<file path="src/rtl/fifo_pkg.sv">
// Shared definitions for the 16-bit word FIFO and its output register cell.
package fifo_pkg;

  localparam int FIFO_WIDTH = 16;
  localparam int FIFO_DEPTH = 8;

  typedef logic [FIFO_WIDTH-1:0] fifo_word_t;

endpackage

</file>
<file path="src/rtl/dff.sv">
// 16-bit D register with synchronous active-high reset to zero.
module dff
  import fifo_pkg::*;
(
  input  logic       clk,
  input  logic       rst,
  input  fifo_word_t d,
  output fifo_word_t q
);

  // word register, cleared by rst
  always_ff @(posedge clk) begin
    if (rst) begin
      q <= 16'h0000;
    end else begin
      q <= d;
    end
  end

endmodule

</file>
<file path="src/rtl/fifo16.sv">
// 8-entry x 16-bit synchronous FIFO with registered read data and sticky
// overflow/underflow flags.
module fifo16
  import fifo_pkg::*;
#(
  parameter int WIDTH = FIFO_WIDTH,
  parameter int DEPTH = FIFO_DEPTH
) (
  input  logic                     clk,
  input  logic                     rst,
  input  logic                     wr_en,
  input  logic [WIDTH-1:0]         wr_data,
  output logic                     full,
  input  logic                     rd_en,
  output logic [WIDTH-1:0]         rd_data,
  output logic                     rd_valid,
  output logic                     empty,
  output logic [$clog2(DEPTH):0]   count,
  output logic                     overflow,
  output logic                     underflow
);

  localparam int AW = $clog2(DEPTH);
  localparam int CW = AW + 1;

  logic [WIDTH-1:0] mem [DEPTH];
  logic [AW-1:0]    wp_r;
  logic [AW-1:0]    rp_r;
  logic [CW-1:0]    count_r;
  logic             rd_valid_r;
  logic             overflow_r;
  logic             underflow_r;
  logic             full_s;
  logic             empty_s;
  logic             push_s;
  logic             pop_s;
  fifo_word_t       rd_d_s;

  assign full_s  = (count_r == CW'(DEPTH));
  assign empty_s = (count_r == {CW{1'b0}});
  // a full FIFO still takes a push when a pop frees the slot on the same edge
  assign pop_s   = rd_en && !empty_s;
  assign push_s  = wr_en && (!full_s || pop_s);

  // storage write; contents are deliberately not reset
  always_ff @(posedge clk) begin
    if (!rst && push_s) begin
      mem[wp_r] <= wr_data;
    end
  end

  // pointers, occupancy, read strobe and sticky error flags
  always_ff @(posedge clk) begin
    if (rst) begin
      wp_r        <= {AW{1'b0}};
      rp_r        <= {AW{1'b0}};
      count_r     <= {CW{1'b0}};
      rd_valid_r  <= 1'b0;
      overflow_r  <= 1'b0;
      underflow_r <= 1'b0;
    end else begin
      if (push_s) wp_r <= wp_r + AW'(1);
      if (pop_s)  rp_r <= rp_r + AW'(1);
      case ({push_s, pop_s})
        2'b10:   count_r <= count_r + CW'(1);
        2'b01:   count_r <= count_r - CW'(1);
        default: count_r <= count_r;
      endcase
      rd_valid_r <= pop_s;
      if (wr_en && !push_s) overflow_r  <= 1'b1;
      if (rd_en && !pop_s)  underflow_r <= 1'b1;
    end
  end

  // hold mux in front of the read data register
  always_comb begin
    rd_d_s = rd_data;
    if (pop_s) begin
      rd_d_s = mem[rp_r];
    end else begin
      rd_d_s = rd_data;
    end
  end

  dff u_rd_data (
    .clk (clk),
    .rst (rst),
    .d   (rd_d_s),
    .q   (rd_data)
  );

  assign full      = full_s;
  assign empty     = empty_s;
  assign count     = count_r;
  assign rd_valid  = rd_valid_r;
  assign overflow  = overflow_r;
  assign underflow = underflow_r;

endmodule

</file>
<file path="config.mk">
export PLATFORM = sky130hd
export DESIGN_NAME = fifo16
export DESIGN_NICKNAME = d
export VERILOG_FILES = /design/src/rtl/fifo_pkg.sv /design/src/rtl/dff.sv /design/src/rtl/fifo16.sv
export SDC_FILE = /design/constraint.sdc
export NUM_CORES = 1
export LEC_CHECK = 0
export CORE_UTILIZATION = 35
export CTS_CLUSTER_DIAMETER = 80
export DETAILED_ROUTE_END_ITERATION = 8
export GPL_TIMING_DRIVEN = 0
export PLACE_DENSITY = 0.51
export SLEW_MARGIN = 20
export SYNTH_ARGS = -nofsm -noshare
export SYNTH_HDL_FRONTEND = slang
export SYNTH_SLANG_ARGS = --single-unit
</file>
<file path="constraint.sdc">
create_clock -name clk -period 4 [get_ports clk]
set_input_delay 0.8 -clock clk [delete_from_list [all_inputs] [get_ports clk]]
set_output_delay 0.8 -clock clk [all_outputs]
set_load 0.05 [all_outputs]
</file>
==> reports/metrics.cfg <==
[worst_setup_path]
worst_setup_path_end_kind=output port
worst_path_largest_cell_delay_ps=820
path_cells=buf_6, or3_1, buf_6, nor2_1, clkdlybuf4s50_1
cp.required_ps=3200
path_common_cell=buf_6
worstPathArrival_ps=2340
critical-path-top-delay-family=buffers and inverters
worst_path_max_delay_cell=clkdlybuf4s50_1
cp-start-kind=flop
critical_path_buf_inv_count=3
crit_fanout=7
path_class=reg -> out

[run_status]
outcome=finished, final reports clean

[sta]
setup_viol=0
worst_pin_slew_ps=763
slew_headroom_pct=48.9
final-hold-violation-count=0
finClkSkew_ps=7.65
slew_violations=0
max_clock_freq_ghz=0.319
final.min_clock_period_ps=3140
rsz0062_at_grt=false
fin_crit_sh_pct=78.4

[pwr]
switching_power_mw=1.69
p_int_mw=3.49
pwr-share-comb_pct=31.1
seq_power_share_pct=38.3
ir_drop_uv=357
power_density_nw_per_um2=684
pwr-share-clk_pct=30.6
p_leak_nw=2.42
swShare_pct=32.6

[final_layout]
regArea_sq_um=4420
layout-drive-gt1-share_pct=24.2
diodes=0
synthToLayoutAreaGrowth_pct=23.7
fillCellCount=1554
layout.nets=433
fin_util_pct=44.1
multi_input_area_sq_um=1600
instances_no_fill=646

[synthesis]
syn_area_per_cell_sq_um=18.3
synth_most_common_cell=edfxtp_1
yosys-top-cells-count=edfxtp_1, nor2_1, mux4_2
yosysWarnings=0
synth-simple-area-share_pct=4.33
synth-compound-area-share_pct=3.90
synthXorXnorAreaFrac_pct=1.00
ys_seq_elements=157
synth_top_family_by_area=multiplexers
synth_fa_ha_area_share_pct=1.14
synthesis.area_sq_um=6130
synth_ff_type=edfxtp_1
synth_top_cell_by_area=edfxtp_1
yosys.area.top_type_share_pct=62.7
async_reset_ff_share_pct=0
synth_fp_nets=360
syn_inst=335
ys_top_cells_by_area=edfxtp_1, mux4_2, dfxtp_1, mux2i_1, a211oi_1
yosysUniqueCellTypes=36
muxShareOfSynthArea_pct=14.9
synth_edf_count=128
ys_seq_area_share_pct=72.2

[cts]
clk_latency_ps=420
clockBufferDepth=2
root_buffer=clkbuf_16
postCtsSetupBuffers=0
clk_pin_slew_ps=60
cts.sinks=157
cts_buffers=17
cts_hold_buf=0
cts_tree=yes
cts_resized=0
h-tree-depth=4

[run]
cap_violations=0

[placed_design]
place_congestion=0.718
hpwl_um=8430
dp_cells=614
port_buffers=42

[global_routing]
grt_pass1_vias=3290
antenna_found_initial=0
grt_pass1_wl_um=20000
grt.overflow.total=0
track_usage_pct=15.9
grt_start_max_net_pins=17

[route]
ant_nets=0
drc=0
vias=3222
wirelength_um=12900
drt_first_pass_iters=4
initialDrtViolationCount=112
drt-wirelength-per-cell_um=20.0
vias_per_cell=4.99

[die]
dieHeight_um=134
pin_count=45
coreArea_sq_um=17200
die_w_um=134
die-area_sq_um=18000
rows=48
start_util_pct=35.7

[min_path]
holdCritPathClass=reg -> reg

-- worst paths after layout --
kind / from / endpoint / slack, ps / depth (start not counted)
setup / recovery: count[0]$_SDFFE_PP0P_ / full / 860 / 5
hold / removal: underflow$_SDFFE_PP0P_ / underflow$_SDFFE_PP0P_ / 470 / 2
setup reg to reg: count[1]$_SDFFE_PP0P_ / mem[4][7]$_DFFE_PP_ / 1580 / 6
hold reg to reg: underflow$_SDFFE_PP0P_ / underflow$_SDFFE_PP0P_ / 470 / 2
-- metal layers --
metal  vias up  part of all wire, %  GRT usage (%)
met2        69                   48           24.3
met3        18                  3.6           4.54
met5         -                    0              0
met4         0                  1.6           5.81
met1      1663                   47           21.6
li1       1472                    -              -
-- layout make-up --
cell class	count	share of cell area, %
flip-flops and latches	157	58.4
multi-input cells	151	21.1
repair buffers	54	6.97
clock buffers	17	5.61
well taps	225	3.72
clock inverters	15	2.18
plain buffers	23	1.87
inverters	4	0.198
-- per-stage QoR --
step	hold slack, ps	power, mW	setup WS (ps)	TNS [ps]	area (sq um)
after CTS	483	5.26	838	0	7580
after detailed placement	469	3.66	520	0	6990
final	471	5.18	863	0	7580
after global routing	502	5.44	750	0	7580
after floorplan	565	3.18	469	0	6130
after global placement	458	3.63	-2090	-99390	6830
-- registers in the layout, indices dropped and copies added (netlist names) --
signal,count
mem,128
u_rd_data.q,16
count,4
rp_r,3
wp_r,3
overflow,1
rd_valid,1
underflow,1
-- power by group through the flow --
stage	combinational, mW	clock (mW)	sequential (mW)
after floorplan	0.867	0	2.31
after global placement	1.61	0	2.02
after detailed placement	1.64	0	2.02
after CTS	1.65	1.62	1.99
after global routing	1.74	1.69	2.00
final	1.61	1.59	1.98
-- worst min-delay path: cells and delay by family (launching register included) --
family          cells  cell delay, ps
flops               1             330
simple gates        1              70
compound gates      1              40
-- cells in the final DEF, fill, tap and decap left out, types with 5 or more instances in the layout --
| master | n |
|---|---|
| a211oi_1 | 17 |
| clkbuf_16 | 17 |
| buf_2 | 10 |
| nor2_1 | 31 |
| clkdlybuf4s50_1 | 42 |
| mux2i_1 | 19 |
| dfxtp_1 | 29 |
| clkinvlp_4 | 5 |
| clkbuf_1 | 7 |
| nand2_1 | 6 |
| buf_4 | 8 |
| edfxtp_1 | 128 |
| mux4_2 | 32 |
| buf_6 | 10 |
-- kinds of logic after synthesis --
| kind of cell | count (synthesis) |
|---|---|
| fa+ha+maj | 5 |
| flops | 157 |
| buf+inv | 27 |
| simple gates | 58 |
| mux | 51 |
| xor+xnor | 7 |
| compound gates | 30 |
No activity file was read; power rests on OpenSTA's default activity.
